### config.mk
export PLATFORM = sky130hd
export DESIGN_NAME = seg7_scan
export DESIGN_NICKNAME = d
export VERILOG_FILES = /design/src/rtl/seg7_scan.sv
export SDC_FILE = /design/constraint.sdc
export NUM_CORES = 1
export LEC_CHECK = 0
export CORE_ASPECT_RATIO = 1.75
export CORE_MARGIN = 2
export CORE_UTILIZATION = 51
export CTS_CLUSTER_DIAMETER = 40
export DETAILED_ROUTE_END_ITERATION = 12
export PLACE_DENSITY = 0.87
export SYNTH_ARGS = -nofsm -noshare
export SYNTH_HDL_FRONTEND = slang
export SYNTH_SLANG_ARGS = --single-unit
### constraint.sdc
create_clock -name clk -period 2.95 [get_ports clk]
set_clock_uncertainty 0.1 [all_clocks]
set_input_delay 0.59 -clock clk [delete_from_list [all_inputs] [get_ports clk]]
set_output_delay 0.59 -clock clk [all_outputs]
set_load 0.01 [all_outputs]
### src/rtl/seg7_scan.sv
// seg7_scan: multiplexed seven-segment driver for NDIGITS hex digits.
// Digits are scanned one at a time. Each ON phase is preceded by a DEAD phase
// with all digits off, which keeps one digit from ghosting into the next.
// A new value is captured into a pending buffer and is copied to the active
// buffer only at a frame boundary, so a frame never shows a mix of old and new.
// Optional build macro SEG7_LZB_EN enables leading-zero blanking.
module seg7_scan #(
  parameter int NDIGITS        = 4,
  parameter int SCAN_DIV       = 50000,
  parameter int DEAD           = 500,
  parameter bit SEG_ACTIVE_LOW = 1'b1,
  parameter bit DIG_ACTIVE_LOW = 1'b0
) (
  input  logic                   clk,
  input  logic                   reset_n,
  input  logic [4*NDIGITS-1:0]   value,
  input  logic [NDIGITS-1:0]     dp,
  input  logic [NDIGITS-1:0]     blank,
  input  logic                   load,
  output logic [7:0]             seg,
  output logic [NDIGITS-1:0]     dig,
  output logic                   frame_done
);
  localparam int CMAX = (SCAN_DIV > DEAD) ? SCAN_DIV : DEAD;
  localparam int CW   = $clog2(CMAX + 1);
  localparam int IW   = (NDIGITS > 1) ? $clog2(NDIGITS) : 1;

  typedef enum logic {DEADT, ON} state_t;

  state_t               state_q, state_d;
  logic [CW-1:0]        cnt_q, cnt_d;
  logic [IW-1:0]        idx_q, idx_d;
  logic                 on_last;

  logic [4*NDIGITS-1:0] pend_val_q, pend_val_d, act_val_q, act_val_d;
  logic [NDIGITS-1:0]   pend_dp_q, pend_dp_d, act_dp_q, act_dp_d;
  logic [NDIGITS-1:0]   pend_blank_q, pend_blank_d, act_blank_q, act_blank_d;
  logic                 pend_vld_q, pend_vld_d;

  logic [7:0]           seg_q, seg_d;
  logic [NDIGITS-1:0]   dig_q, dig_d;
  logic                 fd_q, fd_d;
  logic [3:0]           nib;
  logic [6:0]           dec;
  logic                 lzb;
`ifdef SEG7_LZB_EN
  logic                 lead;
`endif

  // Scan FSM: DEADT -> ON per digit, idx advances at the end of every ON.
  always_comb begin
    state_d = state_q;
    cnt_d   = cnt_q + CW'(1);
    idx_d   = idx_q;
    on_last = 1'b0;
    case (state_q)
      DEADT: begin
        if (DEAD == 0 || cnt_q == CW'(DEAD - 1)) begin
          state_d = ON;
          cnt_d   = '0;
        end
      end
      ON: begin
        if (cnt_q == CW'(SCAN_DIV - 1)) begin
          on_last = 1'b1;
          cnt_d   = '0;
          idx_d   = (idx_q == IW'(NDIGITS - 1)) ? '0 : idx_q + IW'(1);
          state_d = (DEAD == 0) ? ON : DEADT;
        end
      end
    endcase
  end

  // Scan state registers.
  always_ff @(posedge clk or negedge reset_n) begin
    if (!reset_n) begin
      state_q <= DEADT;
      cnt_q   <= '0;
      idx_q   <= '0;
    end else begin
      state_q <= state_d;
      cnt_q   <= cnt_d;
      idx_q   <= idx_d;
    end
  end

  // Double buffer: load fills pending; the frame_done cycle commits it, and
  // a load landing in that same cycle bypasses straight into the active copy.
  always_comb begin
    pend_val_d   = pend_val_q;
    pend_dp_d    = pend_dp_q;
    pend_blank_d = pend_blank_q;
    pend_vld_d   = pend_vld_q;
    act_val_d    = act_val_q;
    act_dp_d     = act_dp_q;
    act_blank_d  = act_blank_q;
    if (load) begin
      pend_val_d   = value;
      pend_dp_d    = dp;
      pend_blank_d = blank;
      pend_vld_d   = 1'b1;
    end
    if (fd_q) begin
      if (load) begin
        act_val_d   = value;
        act_dp_d    = dp;
        act_blank_d = blank;
      end else if (pend_vld_q) begin
        act_val_d   = pend_val_q;
        act_dp_d    = pend_dp_q;
        act_blank_d = pend_blank_q;
      end
      pend_vld_d = 1'b0;
    end
  end

  // Buffer registers; after reset every digit is blanked.
  always_ff @(posedge clk or negedge reset_n) begin
    if (!reset_n) begin
      pend_val_q   <= '0;
      pend_dp_q    <= '0;
      pend_blank_q <= '1;
      pend_vld_q   <= 1'b0;
      act_val_q    <= '0;
      act_dp_q     <= '0;
      act_blank_q  <= '1;
    end else begin
      pend_val_q   <= pend_val_d;
      pend_dp_q    <= pend_dp_d;
      pend_blank_q <= pend_blank_d;
      pend_vld_q   <= pend_vld_d;
      act_val_q    <= act_val_d;
      act_dp_q     <= act_dp_d;
      act_blank_q  <= act_blank_d;
    end
  end

  // Decode the selected digit in lit polarity. Decoding from the next-active
  // value keeps a just-committed buffer visible even when DEAD is 0.
  always_comb begin
    nib = act_val_d[{idx_q, 2'b00} +: 4];
    dec = '0;
    case (nib)
      4'h0: dec = 7'h3F;  4'h1: dec = 7'h06;  4'h2: dec = 7'h5B;  4'h3: dec = 7'h4F;
      4'h4: dec = 7'h66;  4'h5: dec = 7'h6D;  4'h6: dec = 7'h7D;  4'h7: dec = 7'h07;
      4'h8: dec = 7'h7F;  4'h9: dec = 7'h6F;  4'hA: dec = 7'h77;  4'hB: dec = 7'h7C;
      4'hC: dec = 7'h39;  4'hD: dec = 7'h5E;  4'hE: dec = 7'h79;  4'hF: dec = 7'h71;
    endcase
    lzb = 1'b0;
`ifdef SEG7_LZB_EN
    // Walk down from the top digit; zeros stay blank until a nonzero nibble.
    lead = 1'b1;
    for (int i = NDIGITS - 1; i > 0; i--) begin
      if (act_val_d[4*i +: 4] != 4'h0) lead = 1'b0;
      if (lead && IW'(i) == idx_q) lzb = 1'b1;
    end
`endif
    seg_d = '0;
    dig_d = '0;
    fd_d  = on_last && (idx_q == IW'(NDIGITS - 1));
    if (state_q == ON) begin
      dig_d[idx_q] = 1'b1;
      if (!act_blank_d[idx_q]) seg_d = {act_dp_d[idx_q], lzb ? 7'h00 : dec};
    end
  end

  // Output registers hold lit polarity; reset makes them dark immediately.
  always_ff @(posedge clk or negedge reset_n) begin
    if (!reset_n) begin
      seg_q <= '0;
      dig_q <= '0;
      fd_q  <= 1'b0;
    end else begin
      seg_q <= seg_d;
      dig_q <= dig_d;
      fd_q  <= fd_d;
    end
  end

  assign seg        = SEG_ACTIVE_LOW ? ~seg_q : seg_q;
  assign dig        = DIG_ACTIVE_LOW ? ~dig_q : dig_q;
  assign frame_done = fd_q;

endmodule

# Word-level counts from Yosys, hierarchy flattened
# Memories as Yosys holds them, arrays and structs flattened.
# Cells that the tools add are included.
# Widths: inputs -> output; s select.
# word_totals
regBits,81
mem_bits_ro,112
output_inout_bits,13
mem_count,1
# classes
addsub,2
n_lt_le_gt_ge,2
eq_ne,3
shifts,1
muxes,29
bitwise_logic,2
reduce_logical,4
# mem_list
memory,words,word_bits,read_ports,rd_ports_with_merged_regs,wr,line,rtl
(name not given),16,7,1,0,0,143,case (nib)
# ops
cell,count
$mux 16,5
$pmux 16 s2,1
$mux 4,7
$add 16x1->16 const B,1
$eq 16x16->1 const B,1
$eq 16x9->1 const B,1
$mux 8,2
$shiftx 16x5->4,1
$mux 1,9
$not 8->8,1
$bmux 1 s2,2
$lt 2x3->1 const B,1
$add 2x1->2 const B,1
$demux 1 s2,1
$eq 2x2->1 const B,1
$ge 2x1->1 const B,1
$logic_and 1x1->1,2
$mux 2,1
$pmux 1 s2,1
$reduce_and 2->1,1
$reduce_bool 2->1,1
$not 1->1,1

# Logic depth before layout (Yosys ltp)
# Gate-level depths: netlist of run 1.
# depth
word_depth,7
mapped_depth,14
depth_no_buf,11

# Worst setup path after synthesis of run 1
# OpenSTA, ideal clock, no wires.
# synth_path
path_kind,input to register
from,input load
to,register seg_q[0]
arrival_time_ps,2888
required_ps,2772
setup_slack_ps,-116
stages,9
n_path_buf,2
cell_sequence,buf_6 > buf_6 > o21ai_2 > mux2_2 > mux4_2 > ha_1 > or4_1 > o221a_2 > a21oi_1
# synth_between
elab_chain_cells,6
elab_cells_between_ends,10
cone_classes,shift: 1; mux: 8; memory: 1
# synth_rtl
element,line,rtl
"start, declared",19,"input logic load,"
$mux 16,104,if (load) begin
$mux 16,103,if (fd_q) begin
net act_val_d[12],35,"logic [4*NDIGITS-1:0] pend_val_q, pend_val_d, act_val_q, act_val_d;"
$shiftx 16x5->4,141,"nib = act_val_d[{idx_q, 2'b00} +: 4];"
$mem_v2 16x7,-,
$mux 8,163,"if (!act_blank_d[idx_q]) seg_d = {act_dp_d[idx_q], lzb ? 7'h00 : dec};"
$mux 8,161,if (state_q == ON) begin
net seg_d[0],40,"logic [7:0] seg_q, seg_d;"
"end signal, assigned",174,seg_q <= seg_d;
"end, declared",40,
# The timed path passes the listed nets, and every way through them passes these cells. The select of a mux whose other input is x is not followed.
# A chain may end at the register's enable or synchronous reset.

# Worst setup path after layout of run 1
# layout_path
from,input value[0]
to,register seg_q[0]
# layout_between
elab_chain_cells,6
# layout_rtl
element,line,rtl
"start, declared",16,"input logic [4*NDIGITS-1:0] value,"
$mux 16,104,
$mux 16,103,
net act_val_d[0],35,
$shiftx 16x5->4,141,
$mem_v2 16x7,-,
$mux 8,163,
$mux 8,161,
net seg_d[0],40,
# The timed path passes the listed nets, and every way through them passes these cells.

==> results_dict.tcl, run 1 <==
set metrics [dict create \
    critPathMaxStageDelay_ps 520 \
    final-hold-violation-count 0 \
    via_count 2947 \
    worstPathRequired_ps 3110 \
    post-place-cells 502 \
    synth_top_family_by_area "simple AND/OR/NAND/NOR gates" \
    finalWorstSetupSlack_ps 107 \
    antenna_found_initial 0 \
    worstHoldPathType "input pin to asynchronous set/reset pin" \
    wire_per_inst_um 16.1 \
    drtPass1Iterations 4 \
    initial_core_util_pct 52.4 \
    cellInternalPower_mw 1.89 \
    fin_nets 463 \
    path_class "input pin to flip-flop" \
    postSynthCellCount 370 \
    finalMaxSlewViolations 0 \
    syn_avg_cell_area_um2 10.6 \
    clk_path_buf_depth 2 \
    grt_pass1_wl_um 14300 \
    syn_nets 408 \
    stdcell_count 518 \
    slowest_stage "mux4_2" \
    drc 0 \
    yosysWarnings 0 \
    die-width_um 70.4 \
    grt_start_max_net_pins 79 \
    async_flop_share_pct 100 \
    pwr-share-clk_pct 46.4 \
    dieArea_um2 8470 \
    crit_path_end_kind "flip-flop" \
    wl_um 8330 \
    syn_area_um2 3940 \
    p_sw_uw 512 \
    seqPwrFrac_pct 48.3 \
    clock_latency_ps 340 \
    drt_iter0_markers 288 \
    portBuffers 39 \
    synthAdderAreaFrac_pct 3.49 \
    cp_max_fo 3 \
    yosys.area_share.simple_pct 13.0 \
    synth_xor_area_share_pct 3.78 \
    globalplace.congestion 0.870 \
    synth_mux_area_share_pct 10.7 \
    cts-resized-gates 0 \
    yosysSeqAreaShare_pct 51.7 \
    hpwl_um 5820 \
    synth_edf_count 0 \
    startpoint_type "input pin" \
    setup_viol 0 \
    ys_ff_latch 81 \
    clk_pin_slew_ps 60 \
    switching_share_pct 21.4 \
    finalCriticalPeriod_ps 2840 \
    nFillCells 565 \
    finalCritPeriodShare_pct 96.4 \
    synth-compound-area-share_pct 10.5 \
    outcome "finished clean" \
    drive_gt1_share_pct 17.9 \
    cts_tree "built" \
    rsz0062_at_grt "no" \
    fin_total_pwr_mw 2.40 \
    timing.hold.ws_ps 284 \
    pre_cts_ws_ps -221 \
    postCtsSetupBuffers 0 \
    grt_overflow 0 \
    ant_nets 0 \
    io_pins 40 \
    die_y_um 120 \
    maxCapViolations 0 \
    rows 42 \
    worst_pin_slew_ps 969 \
    fmax_mhz 352 \
    track_usage_pct 21.8 \
    syn_to_final_growth_pct 22.6 \
    htreeDepth 3 \
    cp_data_arrival_time_ps 3000 \
    grt_pass1_vias 3004 \
    ys.flop_type "dfrtp_1" \
    cts.sink_count 81 \
    synth_cell_type_count 46 \
    p_leak_nw 2.26 \
    comb_power_share_pct 5.3 \
    ir_drop_v 0.000306 \
    hold_buffers 0 \
    viasPerCell 5.69 \
    crit_chain "clkdlybuf4s50_1, mux2_4, mux2_2, mux4_2, ha_4, or4_1, o221a_2, a21oi_1" \
    power.density_nw_per_um2 496 \
    max-slew-margin-rel_pct 35.4 \
    diodes 0 \
    coreArea_um2 7510 \
    cts_root_buffer "clkbuf_16" \
    cts_made_buffers 9 \
]
==> registers in the layout (all words and copies together), names as in the netlist, 2 cells and up <==
signal / count
act_val_q: 16
cnt_q: 16
pend_val_q: 16
seg_q: 8
act_blank_q: 4
act_dp_q: 4
dig: 4
pend_blank_q: 4
pend_dp_q: 4
idx_q: 2
==> Yosys cell counts (all sizes together) (4+ instances only) <==
library cell	instances	share of area [%]
a21oi	4	0.51
a31oi	9	1.4
a32oi	4	0.89
and2	5	0.79
and3	7	1.1
buf	12	2.5
clkbuf	4	0.38
dfrtp	73	46
dfstp	8	5.3
ha	11	3.5
inv	38	3.6
mux2	18	5.1
mux2i	13	3.3
mux4	4	2.3
nand2	40	3.9
nand3	6	0.76
nor2	26	2.5
nor3	11	1.4
o21ai	20	2.6
o221ai	9	2.0
o22ai	6	0.95
xnor2	10	2.2
xor2	7	1.6
==> per-layer routing <==
metal / share of wire [%] / track usage [%] / routed length, um / up-vias
met5: 0 / 0 / 0 / -
met1: 39 / 24.8 / 3240 / 1465
met3: 3.4 / 5.08 / 286 / 23
met4: 3.6 / 10.7 / 300 / 0
met2: 54 / 37.8 / 4500 / 62
li1: - / - / - / 1397
==> logic make-up after synthesis <==
| family | count (synthesis) |
|---|---|
| AOI/OAI and AO/OA | 61 |
| buffers and inverters | 56 |
| and+or+nand+nor | 109 |
| adders and majority gates | 11 |
| xor gates and xnor gates | 17 |
| muxes | 35 |
| DFF | 81 |
==> metrics by stage <==
step	instance area [um2]	util, %	TNS (ps)
floorplan	4000	-	-39.6
global placement	4520	60.2	-411
detailed placement	4520	60.2	-670
CTS	4830	64.2	0
global route	4830	64.3	0
finish	4830	64.3	0
==> placed cells by master (no fill, tap or decap), drive strengths merged, types with 2 or more instances in the layout <==
master,instances
a21oi,4
a311oi,3
a31oi,9
a32oi,4
and2,5
and3,7
buf,23
clkbuf,10
clkdlybuf4s50,37
clkinv,5
clkinvlp,2
dfrtp,73
dfstp,8
ha,11
inv,38
mux2,18
mux2i,13
mux4,4
nand2,40
nand3,6
nand4,2
nor2,26
nor2b,2
nor3,11
nor4,3
o21ai,20
o221ai,9
o22ai,6
or4,2
xnor2,10
xor2,7
==> path summary, 6_finish.rpt <==
kind,from,endpoint,slack (ps),cells after the start
worst max-delay path,value[0],seg_q[0],110,8
worst min-delay path,reset_n,pend_val_q[10],280,1
worst min register to register,cnt_q[0],cnt_q[0],380,1
max in group asynchronous,reset_n,pend_blank_q[1],1750,2
worst max register to register,pend_vld_q,seg_q[0],290,7
min in group clk,cnt_q[0],cnt_q[0],380,1
==> critical path: cells and delay by family <==
family          cells  cell delay [ps]
simple gates        1              460
fa+ha+maj           1              190
compound gates      2              260
mux                 3             1090
buf+inv             1              410
==> final cells by class <==
cell class	instances	area, um2	share of cell area, %
well taps	88	110	2.28
flip-flops and latches	81	2040	42.2
clock buffers	10	239	4.95
clock inverters	6	67.6	1.40
multi-input cells	233	1680	34.8
repair buffers	60	544	11.3
inverters	40	150	3.11
==> power groups by stage <==
stage	combinational, mW	sequential [mW]	clock [mW]
2_1_floorplan	0.0584	1.17	0
3_3_place_gp	0.121	1.18	0
3_5_place_dp	0.126	1.18	0
4_1_cts	0.128	1.16	1.14
5_1_grt	0.141	1.16	1.19
6_report	0.126	1.16	1.11
(Power assumes the default switching activity.)
==> inputs of run 2 (changes only) <==
--- a/config.mk
+++ b/config.mk
@@ -5,7 +5,7 @@
 export SDC_FILE = /design/constraint.sdc
 export NUM_CORES = 1
 export LEC_CHECK = 0
-export CORE_ASPECT_RATIO = 1.75
+export CORE_ASPECT_RATIO = 1.2
 export CORE_MARGIN = 2
 export CORE_UTILIZATION = 51
 export CTS_CLUSTER_DIAMETER = 40
==> run 2 against run 1 <==
Maximum frequency increased by 0.11%. Design area decreased by 3.1%. Sequential share of layout area increased by 1.3 points. Largest power group unchanged.
==> results_dict.tcl, run 2 (synthesized netlist as in run 1, its figures left out) <==
set metrics [dict create \
    syn_to_final_growth_pct 18.9 \
    placed_area_um2 4490 \
    antenna_found_initial 0 \
    io_pins 40 \
    maxCapViolations 0 \
    path_class "input pin to flip-flop" \
    hold_buffers 0 \
    grt_start_max_net_pins 82 \
    fin_total_pwr_mw 2.04 \
    top_layer "met4" \
    ff2ff_setup_slack_ps 250 \
    wire_per_inst_um 15.2 \
    startpoint_type "input pin" \
    rows 35 \
    track_usage_pct 19.8 \
    timing.hold.ws_ps 276 \
    ir_drop_v 0.000215 \
    reg_top3 "act_val_q (16), cnt_q (16), pend_val_q (16)" \
    met3_length_um 258 \
    viasPerCell 5.58 \
    setup_viol 0 \
    tns_ps 0 \
    max-slew-margin-rel_pct 33.9 \
    finalWorstSetupSlack_ps 110 \
    crit_chain "clkdlybuf4s50_1, mux2_4, mux2_4, mux4_2, ha_4, or4_1, o221a_2, a21oi_1" \
    cp_data_arrival_time_ps 3010 \
    cpMostUsedCell "mux2_4" \
    htreeDepth 3 \
    clk_pin_slew_ps 90 \
    wl_met1_um 3310 \
    diodes 0 \
    cts_root_buffer "clkbuf_8" \
    globalplace.congestion 0.808 \
    grt_overflow 0 \
    final-hold-violation-count 0 \
    finalCriticalPeriod_ps 2840 \
    final_core_util_pct 61.8 \
    die-width_um 84.2 \
    cts.sink_count 81 \
    rsz0062_at_grt "no" \
    design_area_um2 4680 \
    portBuffers 39 \
    initial_core_util_pct 52.0 \
    clk_path_buf_depth 2 \
    mostFrequentLayoutCells "dfrtp_1, nand2_1, inv_1" \
    drt_iter0_markers 192 \
    critPathMaxStageDelay_ps 550 \
    grt_pass1_vias 2931 \
    power.density_nw_per_um2 436 \
    stdcell_count 517 \
    drive_gt1_share_pct 16.9 \
    ant_nets 0 \
    via_count 2887 \
    reg2regPathDepth 7 \
    drc 0 \
    worstPathRequired_ps 3120 \
    post-place-cells 501 \
    dieArea_um2 8450 \
    outcome "finished clean" \
    cts_tree "built" \
    cp_max_fo 4 \
    path_buf_inv 1 \
    p_leak_nw 2.19 \
    worst_pin_slew_ps 992 \
    route.met2.wl_um 4080 \
    fin_nets 458 \
    grt_pass1_wl_um 13300 \
    regToRegEndpoint "seg_q[0]" \
    wl_um 7850 \
    coreArea_um2 7580 \
    mostFrequentLayoutCell "dfrtp_1" \
    cpLargestDelayFamily "multiplexers" \
    hpwl_um 5600 \
    fmax_mhz 352 \
    finalCritPeriodShare_pct 96.3 \
    cts_made_buffers 9 \
    slowest_stage "mux4_2" \
    worstHoldPathType "input pin to asynchronous set/reset pin" \
    crit_path_end_kind "flip-flop" \
    finalMaxSlewViolations 0 \
    drtPass1Iterations 4 \
    clock_latency_ps 360 \
    timing.rr.start "pend_vld_q" \
    pre_cts_ws_ps -253 \
    die_y_um 100 \
]
## run 2: cell types whose count changed in the layout (fill, tap and decap cells not counted), sizes merged
cell / before / now
buf: 23 / 18
bufinv: 1 / 0
clkbuf: 10 / 11
clkinvlp: 2 / 1
inv: 38 / 39
## run 2: per-layer routing
layer  up-vias  global-route usage, %
met1      1426                   23.6
li1       1378                      -
met4         0                   7.82
met3        17                   4.44
met2        66                   34.7
met5         -                      0
## run 2: worst max path at each step
| stage | start | endpoint | slack (ps) | cells past startpoint |
|---|---|---|---|---|
| 3_3_place_gp | value[12] | seg_q[0] | -210 | 8 |
| 4_1_cts | value[12] | seg_q[0] | 110 | 8 |
| 2_1_floorplan | load | seg_q[0] | -40 | 9 |
| 5_1_grt | load | seg_q[0] | 10 | 12 |
| 3_5_place_dp | value[4] | seg_q[0] | -250 | 8 |
| 6_report | value[12] | seg_q[0] | 110 | 8 |
## run 2: area by class of cell
cell class              instances  area [um2]
repair buffers                 55         507
well taps                      92         115
inverters                      40         150
clock inverters                 5        38.8
multi-input cells             233        1680
flip-flops and latches         81        2040
fillers                       595        2890
clock buffers                  11         151
## run 2: power by group
part	internal, mW	total [mW]	leakage, nW	switching (mW)
clock	0.356	0.766	0.0959	0.410
sequential	1.15	1.16	1.04	0.00995
combinational	0.0587	0.120	1.05	0.0618
total	1.56	2.04	2.19	0.482
## run 2: timing repair
action                     in CTS  in global routing
setup endpoints to repair       0                  1
setup buffers                   0                  0
resized for setup               0                  1
## run 2: worst register-to-register path: stages (launching register included)
cell and delay (ps):
dfrtp_1 420, o21ai_4 250, mux2_2 380, mux4_2 540, ha_4 190, or4_1 460
o221a_2 140, a21oi_1 150
==> inputs of run 3 (changes only) <==
--- a/config.mk
+++ b/config.mk
@@ -5,6 +5,7 @@
 export SDC_FILE = /design/constraint.sdc
 export NUM_CORES = 1
 export LEC_CHECK = 0
+export CAP_MARGIN = 20
 export CORE_ASPECT_RATIO = 1.2
 export CORE_MARGIN = 2
 export CORE_UTILIZATION = 51
==> run 3 against run 2 <==
Non-clock buffer count up 2. Largest cell class unchanged. Cell count up 0.39%. Sequential power about the same. Power up 0.22%. Register-to-register slack about the same. Maximum frequency about the same. Die area unchanged. Sequential cell count unchanged. Count of clock-buffer cells in the layout unchanged. Critical path type unchanged. Global-route usage unchanged. Sequential share of layout area down 0.35 points. Critical path depth unchanged.
==> results_dict.tcl, run 3 (synthesized netlist as in run 1, its figures left out) <==
set metrics [dict create \
    outcome "finished clean" \
    post-place-cells 501 \
    clk_path_buf_depth 2 \
    reg_top3 "act_val_q (16), cnt_q (16), pend_val_q (16)" \
    cts.sink_count 81 \
    startpoint_type "input pin" \
    ff2ff_setup_slack_ps 250 \
    grt_start_max_net_pins 82 \
    globalplace.congestion 0.808 \
    diodes 0 \
    path_buf_inv 1 \
    clock_latency_ps 350 \
    slowest_stage "mux4_2" \
    portBuffers 39 \
    fin_nets 460 \
    cts_made_buffers 9 \
    wire_per_inst_um 15.1 \
    cp_max_fo 4 \
    grt_pass1_wl_um 13300 \
    initial_core_util_pct 52.0 \
    dieArea_um2 8450 \
    mostFrequentLayoutCells "dfrtp_1, nand2_1, inv_1" \
    io_pins 40 \
    fin_total_pwr_mw 2.05 \
    postCtsSetupBuffers 0 \
    crit_chain "clkdlybuf4s50_1, mux2_4, mux2_4, mux4_2, ha_4, or4_1, o221a_2, a21oi_1" \
    cp_data_arrival_time_ps 3010 \
    worstPathRequired_ps 3120 \
    timing.hold.ws_ps 374 \
    finalCritPeriodShare_pct 96.4 \
    antenna_found_initial 0 \
    cts_root_buffer "clkbuf_8" \
    wl_um 7830 \
    power.density_nw_per_um2 434 \
    whs_path_depth 1 \
    cpMostUsedCell "mux2_4" \
    finalWorstSetupSlack_ps 107 \
    drt_iter0_markers 172 \
    die-width_um 84.2 \
    stdcell_count 519 \
    rows 35 \
    ir_drop_v 0.000215 \
    worst-path-stages 8 \
    syn_to_final_growth_pct 19.8 \
    track_usage_pct 19.8 \
    finalCriticalPeriod_ps 2840 \
    die_y_um 100 \
    drive_gt1_share_pct 17.1 \
    maxCapViolations 0 \
    pre_cts_ws_ps -253 \
    finalMaxSlewViolations 0 \
    drtPass1Iterations 4 \
    path_class "input pin to flip-flop" \
    cts_tree "built" \
    worst_pin_slew_ps 584 \
    crit_path_end_kind "flip-flop" \
    fmax_mhz 352 \
    setup_viol 0 \
    reg2regPathDepth 7 \
    viasPerCell 5.57 \
    grt_overflow 0 \
    max-slew-margin-rel_pct 61.1 \
    drc 0 \
    grt_pass1_vias 2931 \
    cpLargestDelayFamily "multiplexers" \
    htreeDepth 3 \
    via_count 2889 \
    hpwl_um 5600 \
    worstHoldPathType "flip-flop to flip-flop" \
    p_leak_nw 2.21 \
    critPathMaxStageDelay_ps 550 \
    clk_pin_slew_ps 80 \
    final_core_util_pct 62.3 \
    final-hold-violation-count 0 \
    coreArea_um2 7580 \
    mostFrequentLayoutCell "dfrtp_1" \
    ant_nets 0 \
    rsz0062_at_grt "no" \
]
==> run 3: changes by cell type in the layout (fill, tap and decap cells not counted) <==
cell / change
buf_16: +1
dlygate4sd3_1: +1
==> run 3: worst paths after layout <==
kind	start	endpoint
min	cnt_q[0]	cnt_q[0]
max reg2reg	pend_vld_q	seg_q[0]
min reg2reg	cnt_q[0]	cnt_q[0]
max	value[12]	seg_q[0]
max in group asynchronous	reset_n	act_blank_q[0]
min in group asynchronous	reset_n	act_dp_q[2]
==> run 3: cell type report <==
class                   count  area, um2
repair buffers             57        544
multi-input cells         233       1680
fillers                   593       2860
flip-flops and latches     81       2040
well taps                  92        115
clock inverters             5       38.8
clock buffers              11        151
inverters                  40        150
==> run 3: metrics by stage <==
stage | cell area [um2] | setup TNS, ps
finish | 4720 | 0
global route | 4720 | 0
CTS | 4680 | 0
detailed placement | 4490 | -1090
global placement | 4490 | -421
floorplan | 4000 | -39.6
==> run 3: repair_timing <==
item                                    in CTS  in global routing
gates resized for setup                      0                  1
hold buffers                                 0                  1
endpoints found under the hold margin        0                  3
endpoints found under the setup margin       0                  1
==> run 3: layer usage <==
metal  up-vias  GRT usage (%)  wire [um]
met5         -              0          0
met4         0           7.82        194
met3        17           4.44        240
met2        67           34.7       4080
met1      1423           23.6       3310
li1       1382              -          -
==> run 3: where the power goes <==
part	internal, mW	leakage (nW)	switching (mW)
clock network	0.356	0.0959	0.409
logic	0.0635	1.07	0.0628
registers	1.15	1.04	0.00994
==> run 3: worst register-to-register path, stage by stage (launching register included) <==
cell     delay, ps
dfrtp_1        420
o21ai_4        250
mux2_2         370
mux4_2         540
ha_4           190
or4_1          460
o221a_2        140
a21oi_1        150
